### config.mk
export PLATFORM = sky130hd
export DESIGN_NAME = e203_lsu_biu_ost_buf
export DESIGN_NICKNAME = d
export VERILOG_FILES = /design/src/rtl/e203_lsu_biu_ost_buf.sv
export SDC_FILE = /design/constraint.sdc
export NUM_CORES = 1
export LEC_CHECK = 0
export CORE_AREA = 2 2 111 113
export DETAILED_ROUTE_END_ITERATION = 8
export DIE_AREA = 0 0 113 115
export PLACE_DENSITY = 0.93
export SLEW_MARGIN = 25
export SYNTH_ARGS = -nofsm -noshare
export SYNTH_HDL_FRONTEND = slang
export SYNTH_SLANG_ARGS = --single-unit
### constraint.sdc
create_clock -name clk -period 4.45 [get_ports clk]
set_input_delay 0.89 -clock clk [delete_from_list [all_inputs] [get_ports clk]]
set_output_delay 0.89 -clock clk [all_outputs]
set_load 0.05 [all_outputs]
### src/rtl/e203_lsu_biu_ost_buf.sv
// LSU-to-BIU ICB buffer: one registered command slice, an in-order response FIFO,
// an upstream outstanding limit, activity reporting and spurious-response detection.
module e203_lsu_biu_ost_buf #(
    parameter int unsigned OST_DEPTH = 2,
    parameter int unsigned AW        = 32,
    parameter int unsigned DW        = 32
) (
    input  logic              clk,
    input  logic              rst,

    input  logic              i_icb_cmd_valid,
    output logic              i_icb_cmd_ready,
    input  logic [AW-1:0]     i_icb_cmd_addr,
    input  logic              i_icb_cmd_read,
    input  logic [DW-1:0]     i_icb_cmd_wdata,
    input  logic [DW/8-1:0]   i_icb_cmd_wmask,
    input  logic              i_icb_cmd_lock,
    input  logic              i_icb_cmd_excl,
    input  logic [1:0]        i_icb_cmd_size,

    output logic              i_icb_rsp_valid,
    input  logic              i_icb_rsp_ready,
    output logic              i_icb_rsp_err,
    output logic              i_icb_rsp_excl_ok,
    output logic [DW-1:0]     i_icb_rsp_rdata,

    output logic              o_icb_cmd_valid,
    input  logic              o_icb_cmd_ready,
    output logic [AW-1:0]     o_icb_cmd_addr,
    output logic              o_icb_cmd_read,
    output logic [DW-1:0]     o_icb_cmd_wdata,
    output logic [DW/8-1:0]   o_icb_cmd_wmask,
    output logic              o_icb_cmd_lock,
    output logic              o_icb_cmd_excl,
    output logic [1:0]        o_icb_cmd_size,

    input  logic              o_icb_rsp_valid,
    output logic              o_icb_rsp_ready,
    input  logic              o_icb_rsp_err,
    input  logic              o_icb_rsp_excl_ok,
    input  logic [DW-1:0]     o_icb_rsp_rdata,

    output logic              ost_active,
    output logic              ost_err
);

    localparam int unsigned   MW       = DW / 8;
    localparam int unsigned   CW       = $clog2(OST_DEPTH + 1);
    localparam int unsigned   PW       = (OST_DEPTH > 1) ? $clog2(OST_DEPTH) : 1;
    localparam logic [CW-1:0] DEPTH_C  = CW'(OST_DEPTH);
    localparam logic [PW-1:0] LAST_PTR = PW'(OST_DEPTH - 1);

    typedef struct packed {
        logic [AW-1:0] addr;
        logic          read;
        logic [DW-1:0] wdata;
        logic [MW-1:0] wmask;
        logic          lock;
        logic          excl;
        logic [1:0]    size;
    } cmd_t;

    typedef struct packed {
        logic          err;
        logic          excl_ok;
        logic [DW-1:0] rdata;
    } rsp_t;

    logic          cmd_vld_q, cmd_vld_d;
    cmd_t          cmd_q;
    logic [CW-1:0] up_cnt_q, up_cnt_d;
    logic [CW-1:0] dn_cnt_q, dn_cnt_d;
    logic [CW-1:0] fifo_cnt_q, fifo_cnt_d;
    logic [PW-1:0] wptr_q, wptr_d;
    logic [PW-1:0] rptr_q, rptr_d;
    logic          ost_err_q, ost_err_d;
    rsp_t          fifo_q [OST_DEPTH];

    logic up_cmd_hs;
    logic dn_cmd_hs;
    logic dn_rsp_hs;
    logic rsp_spurious;
    logic fifo_push;
    logic fifo_pop;
    logic fifo_full;
    logic fifo_empty;
    cmd_t cmd_in;
    rsp_t rsp_in;
    rsp_t rsp_head;

    assign cmd_in = '{addr:  i_icb_cmd_addr,  read: i_icb_cmd_read,
                      wdata: i_icb_cmd_wdata, wmask: i_icb_cmd_wmask,
                      lock:  i_icb_cmd_lock,  excl: i_icb_cmd_excl,
                      size:  i_icb_cmd_size};
    assign rsp_in = '{err: o_icb_rsp_err, excl_ok: o_icb_rsp_excl_ok, rdata: o_icb_rsp_rdata};

    assign fifo_full  = (fifo_cnt_q == DEPTH_C);
    assign fifo_empty = (fifo_cnt_q == '0);

    // Only combinational path through the block: o_icb_cmd_ready -> i_icb_cmd_ready.
    assign i_icb_cmd_ready = ~rst & (~cmd_vld_q | o_icb_cmd_ready) & (up_cnt_q < DEPTH_C);
    assign o_icb_rsp_ready = ~fifo_full;

    assign up_cmd_hs    = i_icb_cmd_valid & i_icb_cmd_ready;
    assign dn_cmd_hs    = cmd_vld_q & o_icb_cmd_ready;
    assign dn_rsp_hs    = o_icb_rsp_valid & o_icb_rsp_ready;
    assign rsp_spurious = dn_rsp_hs & (dn_cnt_q == '0);
    assign fifo_push    = dn_rsp_hs & ~rsp_spurious;
    assign fifo_pop     = ~fifo_empty & i_icb_rsp_ready;

    always_comb begin
        cmd_vld_d  = cmd_vld_q;
        up_cnt_d   = up_cnt_q;
        dn_cnt_d   = dn_cnt_q;
        fifo_cnt_d = fifo_cnt_q;
        wptr_d     = wptr_q;
        rptr_d     = rptr_q;
        ost_err_d  = ost_err_q;

        if (up_cmd_hs) begin
            cmd_vld_d = 1'b1;
        end else if (dn_cmd_hs) begin
            cmd_vld_d = 1'b0;
        end

        case ({up_cmd_hs, fifo_pop})
            2'b10:   up_cnt_d = up_cnt_q + CW'(1);
            2'b01:   up_cnt_d = up_cnt_q - CW'(1);
            default: up_cnt_d = up_cnt_q;
        endcase

        case ({dn_cmd_hs, fifo_push})
            2'b10:   dn_cnt_d = dn_cnt_q + CW'(1);
            2'b01:   dn_cnt_d = dn_cnt_q - CW'(1);
            default: dn_cnt_d = dn_cnt_q;
        endcase

        case ({fifo_push, fifo_pop})
            2'b10:   fifo_cnt_d = fifo_cnt_q + CW'(1);
            2'b01:   fifo_cnt_d = fifo_cnt_q - CW'(1);
            default: fifo_cnt_d = fifo_cnt_q;
        endcase

        // Pointers wrap modulo OST_DEPTH, which need not be a power of two.
        if (fifo_push) begin
            wptr_d = (wptr_q == LAST_PTR) ? '0 : wptr_q + PW'(1);
        end
        if (fifo_pop) begin
            rptr_d = (rptr_q == LAST_PTR) ? '0 : rptr_q + PW'(1);
        end

        if (rsp_spurious) begin
            ost_err_d = 1'b1;
        end
    end

    always_ff @(posedge clk) begin
        if (rst) begin
            cmd_vld_q  <= 1'b0;
            up_cnt_q   <= '0;
            dn_cnt_q   <= '0;
            fifo_cnt_q <= '0;
            wptr_q     <= '0;
            rptr_q     <= '0;
            ost_err_q  <= 1'b0;
        end else begin
            cmd_vld_q  <= cmd_vld_d;
            up_cnt_q   <= up_cnt_d;
            dn_cnt_q   <= dn_cnt_d;
            fifo_cnt_q <= fifo_cnt_d;
            wptr_q     <= wptr_d;
            rptr_q     <= rptr_d;
            ost_err_q  <= ost_err_d;
        end
    end

    // Payload storage carries no reset; validity is tracked by the control state.
    always_ff @(posedge clk) begin
        if (up_cmd_hs) begin
            cmd_q <= cmd_in;
        end
        if (fifo_push) begin
            fifo_q[wptr_q] <= rsp_in;
        end
    end

    assign rsp_head = fifo_q[rptr_q];

    assign o_icb_cmd_valid   = cmd_vld_q;
    assign o_icb_cmd_addr    = cmd_q.addr;
    assign o_icb_cmd_read    = cmd_q.read;
    assign o_icb_cmd_wdata   = cmd_q.wdata;
    assign o_icb_cmd_wmask   = cmd_q.wmask;
    assign o_icb_cmd_lock    = cmd_q.lock;
    assign o_icb_cmd_excl    = cmd_q.excl;
    assign o_icb_cmd_size    = cmd_q.size;

    assign i_icb_rsp_valid   = ~fifo_empty;
    assign i_icb_rsp_err     = rsp_head.err;
    assign i_icb_rsp_excl_ok = rsp_head.excl_ok;
    assign i_icb_rsp_rdata   = rsp_head.rdata;

    assign ost_active = cmd_vld_q | (up_cnt_q != '0);
    assign ost_err    = ost_err_q;

endmodule

==> qor.csv, run 1 <==
stage,metric,value,unit
setup_path,element type at the critical path end,output pin,
yosys,Synth top area share,0.820,
floorplan,die width,113,µm
yosys,"EDFF count, synth",141,
run_status,status,"finished, violations left",
cts,TritonCTS clock tree,built,
cts,Clock Pin Slew Worst Setup and Hold Paths,50,ps
yosys,top post-synthesis cells by area,"edfxtp_1 82%, mux2_2 7.4%, dfxtp_1 4.3%",
layout,final non-filler cell total,636,
floorplan,Core Region,11800,µm²
layout,Final Util,0.686,
yosys,sequential fraction of the synthesis area,0.862,
pwr,Net Sw Power,1.32,mW
timing,RSZ-0062 raised after global routing,false,
pwr,Seq pwr share,0.422,
run_status,failing checks,DRC,
global_route,largest net degree at the start of global routing,74,
yosys,post-synth cell types,23,
timing,max-slew violation count,0,
cts,CTS Hold Bufs,0,
routing,DR vias,3045,
routing,Remaining DRCs,11,
cts,Clock Sinks,152,
layout,# diodes,0,
layout,post-route cell area,8100,µm²
cts,Setup Buffers After CTS,0,
yosys,Seq cells post-synth,152,
pwr,total power,4.19,mW
layout,fill count,770,
worst_hold_path,hold depth,2,
yosys,"Avg Cell Area, Syn",21.7,µm²
pwr,Max rail drop VDD,0.332,mV
routing,routed wire length,11600,µm
flow_run,Max Cap Viol,0,
timing,Tmin final,3560,ps
setup_path,arrival time worst endpoint,2670,ps
worst_hold_path,Hold WC Path Type,reg2reg,
routing,drt wl/cell,18.3,µm
pwr,P_int,2.87,mW
floorplan,DIE HEIGHT,115,µm
cts,PostCTS Resize Cnt,0,
floorplan,die area,13000,µm²
timing,Fin. Hold Viols,0,
cts,clk buf depth,2,
timing,Min Hold Slack,483,ps
global_route,vias in the first global route,3147,
place,placer congestion estimate,0.708,
timing,slew margin rel.,0.348,
global_route,wire length of the first global-routing pass,16800,µm
global_route,GRT Residual Overflow,0,
cts,cts bufs inserted,17,
routing,post-route ant nets,0,
yosys,Synth Instances,238,
yosys,Yosys top cell by area,edfxtp_1,
floorplan,row cnt,40,
pwr,LEAKAGE,2.76,nW
routing,Detailed Routing Iterations Pass 1,6,
timing,fmax,281,MHz
timing,Setup TNS,0,ps
setup_path,slowest CP cell,clkdlybuf4s50_1,
place,"worst slack, placed",892,ps
setup_path,CP required,3560,ps
yosys,ys flop type,edfxtp_1,
floorplan,initial core utilization,0.437,
place,dpl cell area,7610,µm²
cts,root buf cell,clkbuf_16,
timing,Final setup viols,0,
yosys,Synth async-reset ratio,0,
pwr,pwr dens,517,nW/µm²
setup_path,worst path cell trace,clkdlybuf4s50_1 -> buf_4 -> nor3_1 -> clkdlybuf4s50_1,
place,Port Buffers,225,
setup_path,Max stage delay on crit path,900,ps
setup_path,type of origin of the critical path,primary input,
timing,Worst Slack Setup Final,891,ps
yosys,post-synthesis cell area,5170,µm²
timing,Worst-Margin Slew,976,ps
setup_path,Critical Path Fanout Max,13,
place,Cells after DPL,607,
cts,worst-skew pair later-pin latency,410,ps
setup_path,worst-case reg-to-reg path depth,3,
global_route,initial antenna violation count,0,
timing,clk_skew,7.78,ps
yosys,syn_nets,354,
timing,Final period util,0.800,
yosys,synth warn,0,
routing,Initial DRC Count,246,
routing,vias per cell,4.79,
layout,Syn-to-layout area delta,56.8,%
setup_path,WS Path Type,in2out,
pwr,Combinational Power Share,0.291,
layout,proportion of layout cells with a drive suffix above 1,0.139,
layout,Final Net Count,595,
yosys,most common cell in the netlist,edfxtp_1,
place,DPL Wire Length,8530,µm
setup_path,CP most frequent cell,clkdlybuf4s50_1,
floorplan,I/O pin cnt,226,
yosys,most frequent cells after synthesis,"141 x edfxtp_1, 34 x mux2_2, 12 x nor2_1, 11 x dfxtp_1",
cts,# H-tree levels,4,
pwr,Clock Power Share,0.287,
pwr,Switching Share,0.314,
global_route,GRT Total Usage,0.178,
==> sequential cells by signal (all words and copies together) (netlist names), named ones only <==
signal	cells
fifo_q	68
o_icb_cmd_addr	32
o_icb_cmd_wdata	32
o_icb_cmd_wmask	4
dn_cnt_q	2
fifo_cnt_q	2
o_icb_cmd_size	2
up_cnt_q	2
o_icb_cmd_excl	1
o_icb_cmd_lock	1
o_icb_cmd_read	1
o_icb_cmd_valid	1
ost_err	1
rptr_q	1
wptr_q	1
==> power groups by stage <==
stage | Combinational, mW | Sequential, mW | Clock (mW)
2_1_floorplan | 0.624 | 1.95 | 0
3_3_place_gp | 1.20 | 1.79 | 0
3_5_place_dp | 1.23 | 1.80 | 0
4_1_cts | 1.23 | 1.77 | 1.23
5_1_grt | 1.27 | 1.78 | 1.28
6_report | 1.22 | 1.77 | 1.20
==> path summary, 6_finish.rpt <==
| path | startpoint | to | slack, ps |
|---|---|---|---|
| setup reg to reg | o_icb_cmd_valid$_SDFFE_PP0P_ | o_icb_cmd_wdata[14]$_DFFE_PP_ | 2480 |
| hold / removal | ost_err$_SDFFE_PP0P_ | ost_err$_SDFFE_PP0P_ | 480 |
| hold reg to reg | ost_err$_SDFFE_PP0P_ | ost_err$_SDFFE_PP0P_ | 480 |
| setup / recovery | rst | i_icb_cmd_ready | 890 |
==> metal layers <==
layer	GRT usage	share of wire
met2	0.302	0.53
met4	0.0911	0.019
met5	0	0
met1	0.188	0.34
met3	0.0817	0.11
==> cells by family (layout without fill, tap and decap cells) <==
kind of cell | Yosys count | count (layout) | synth area share
AO/OA/AOI/OAI | 9 | 9 | 0.00969
XOR/XNOR | 7 | 7 | 0.0119
adder cells (fa/ha/maj) | 3 | 3 | 0.00727
buffers and inverters | 8 | 259 | 0.00678
flip-flops | 152 | 152 | 0.862
multiplexers | 35 | 35 | 0.0770
AND/OR/NAND/NOR | 24 | 24 | 0.0252
==> cell usage in the layout (no fill, tap or decap) <==
master / instances
a21oi_1: 4
a31oi_1: 1
and2_4: 1
buf_4: 2
clkbuf_1: 2
clkbuf_16: 17
clkdlybuf4s50_1: 225
clkinv_1: 3
clkinv_2: 3
clkinv_4: 1
clkinvlp_4: 2
dfxtp_1: 11
edfxtp_1: 141
ha_1: 3
inv_1: 3
inv_6: 1
mux2_2: 34
mux2_4: 1
nand2_1: 2
nand2b_2: 1
nand3b_4: 1
nor2_1: 10
nor2_4: 2
nor2b_1: 1
nor3_1: 1
o21a_2: 1
o21ai_0: 3
or2_2: 1
or3_1: 4
xnor2_1: 4
xor2_1: 3
==> worst max-delay path: cells and delay by family <==
kind,cells,cell delay (ps)
buffers and inverters,3,1460
AND/OR/NAND/NOR,1,310
==> final cells by class <==
type	count	area, µm²	area share
flip-flops and latches	152	4450	0.550
repair buffers	227	2270	0.280
multi-input cells	78	694	0.0857
clock buffers	19	433	0.0534
well taps	147	184	0.0227
clock inverters	10	58.8	0.00726
inverters	3	11.3	0.00139
No activity file was read; power rests on OpenSTA's default activity.
==> run 2: changes to the inputs <==
CORE_AREA = 2 2 120 122   (was 2 2 111 113)
DIE_AREA = 0 0 122 124   (was 0 0 113 115)
PLACE_DENSITY = 0.85   (was 0.93)
clock period = 2.95 ns   (was 4.45 ns; I/O delays follow)
==> run 2 against run 1 <==
  * The run now ends clean
  * Global-route usage fell by 1.6 points
  * Sequential power rose by 51%
  * Count of clock-buffer cells in the layout fell by 2
  * Cell count rose by 6.3%
  * Setup slack got worse by 360 ps
==> qor.csv, run 2 (synthesized netlist as in run 1, its figures left out) <==
stage,metric,value,unit
timing,Final period util,0.821,
layout,Final Net Count,600,
layout,Syn-to-layout area delta,65.9,%
routing,met3 WL,1160,µm
setup_path,type of origin of the critical path,flip-flop,
pwr,LEAKAGE,3.00,nW
timing,Tmin final,2420,ps
routing,met2 wire length,6350,µm
routing,drt wl/cell,18.0,µm
routing,post-route ant nets,0,
setup_path,arrival time worst endpoint,1830,ps
timing,Fin. Hold Viols,0,
routing,vias per cell,4.57,
setup_path,CP required,2360,ps
layout,# diodes,0,
routing,DR vias,3092,
place,placer congestion estimate,0.754,
layout,Biggest register,fifo_q,
floorplan,I/O pin cnt,226,
place,dpl cell area,8060,µm²
timing,Worst Slack Setup Final,529,ps
cts,PostCTS Resize Cnt,0,
place,Cells after DPL,645,
routing,Detailed Routing Iterations Pass 1,4,
pwr,Max rail drop VDD,0.405,mV
cts,clk buf depth,2,
pwr,pwr dens,784,nW/µm²
floorplan,initial core utilization,0.377,
layout,post-route cell area,8570,µm²
floorplan,die width,122,µm
layout,proportion of layout cells with a drive suffix above 1,0.234,
timing,Setup TNS,0,ps
global_route,initial antenna violation count,0,
routing,max layer used,met4,
layout,"commonest non-fill, non-tap cells in the layout","190 x clkdlybuf4s50_1, 141 x edfxtp_1, 36 x buf_12",
layout,fill count,967,
cts,root buf cell,clkbuf_16,
cts,# H-tree levels,4,
layout,multi-input logic area,698,µm²
pwr,total power,6.72,mW
layout,final non-filler cell total,676,
timing,clk_skew,7.43,ps
cts,TritonCTS clock tree,built,
setup_path,element type at the critical path end,output pin,
global_route,wire length of the first global-routing pass,17600,µm
cts,Setup Buffers After CTS,0,
routing,Remaining DRCs,0,
global_route,vias in the first global route,3324,
floorplan,Core Region,13700,µm²
place,Port Buffers,225,
cts,CTS Hold Bufs,0,
cts,Clock Pin Slew Worst Setup and Hold Paths,60,ps
floorplan,row cnt,43,
routing,Initial DRC Count,146,
layout,FF+latch area,4450,µm²
timing,slew margin rel.,0.616,
setup_path,WS Path Type,reg2out,
timing,max-slew violation count,0,
routing,met1 WL,4500,µm
timing,RSZ-0062 raised after global routing,false,
cts,worst-skew pair later-pin latency,410,ps
timing,Final setup viols,0,
cts,cts bufs inserted,17,
layout,"commonest non-fill, non-tap cell in the layout",clkdlybuf4s50_1,
floorplan,DIE HEIGHT,124,µm
layout,max FFs per register,68,
place,DPL Wire Length,9080,µm
timing,fmax,413,MHz
flow_run,Max Cap Viol,0,
timing,Worst-Margin Slew,574,ps
global_route,GRT Residual Overflow,0,
routing,routed wire length,12200,µm
global_route,GRT Total Usage,0.162,
timing,Min Hold Slack,478,ps
run_status,status,completed,
global_route,largest net degree at the start of global routing,52,
layout,Final Util,0.625,
cts,Clock Sinks,152,
floorplan,die area,15100,µm²
setup_path,Critical Path Fanout Max,5,
place,"worst slack, placed",490,ps
worst_hold_path,Hold WC Path Type,reg2reg,
## run 2: layer usage
| metal | vias up | GRT usage |
|---|---|---|
| met1 | 1490 | 0.179 |
| met2 | 173 | 0.275 |
| li1 | 1414 | - |
| met5 | - | 0 |
| met3 | 15 | 0.0737 |
| met4 | 0 | 0.0611 |
## run 2: final cells by class
| cell class | count | area share |
|---|---|---|
| tap | 180 | 0.0263 |
| clock buffer | 17 | 0.0496 |
| clock inverter | 14 | 0.0102 |
| inverter | 3 | 0.00131 |
| timing repair buffer | 232 | 0.311 |
| multi-input combinational | 78 | 0.0815 |
| sequential | 152 | 0.520 |
## run 2: final timing paths
path	slack (ps)	cells past startpoint	start	endpoint
worst max register to register	1170	6	o_icb_cmd_valid$_SDFFE_PP0P_	up_cnt_q[1]$_SDFFE_PP0P_
worst min register to register	480	2	ost_err$_SDFFE_PP0P_	ost_err$_SDFFE_PP0P_
worst max-delay path	530	2	fifo_cnt_q[0]$_SDFFE_PP0P_	o_icb_rsp_ready
worst min-delay path	480	2	ost_err$_SDFFE_PP0P_	ost_err$_SDFFE_PP0P_
## run 2: report_power, final
group | internal (mW) | total, mW | switching [mW] | leakage, nW
clock network | 1.06 | 1.86 | 0.808 | 0.250
registers | 2.59 | 2.67 | 0.0743 | 1.39
logic | 0.975 | 2.19 | 1.22 | 1.36
## run 2: worst max-delay path, cell delays in order, from the launching register on
cell             delay [ps]
dfxtp_1                 400
nand2b_2                210
clkdlybuf4s50_1         810
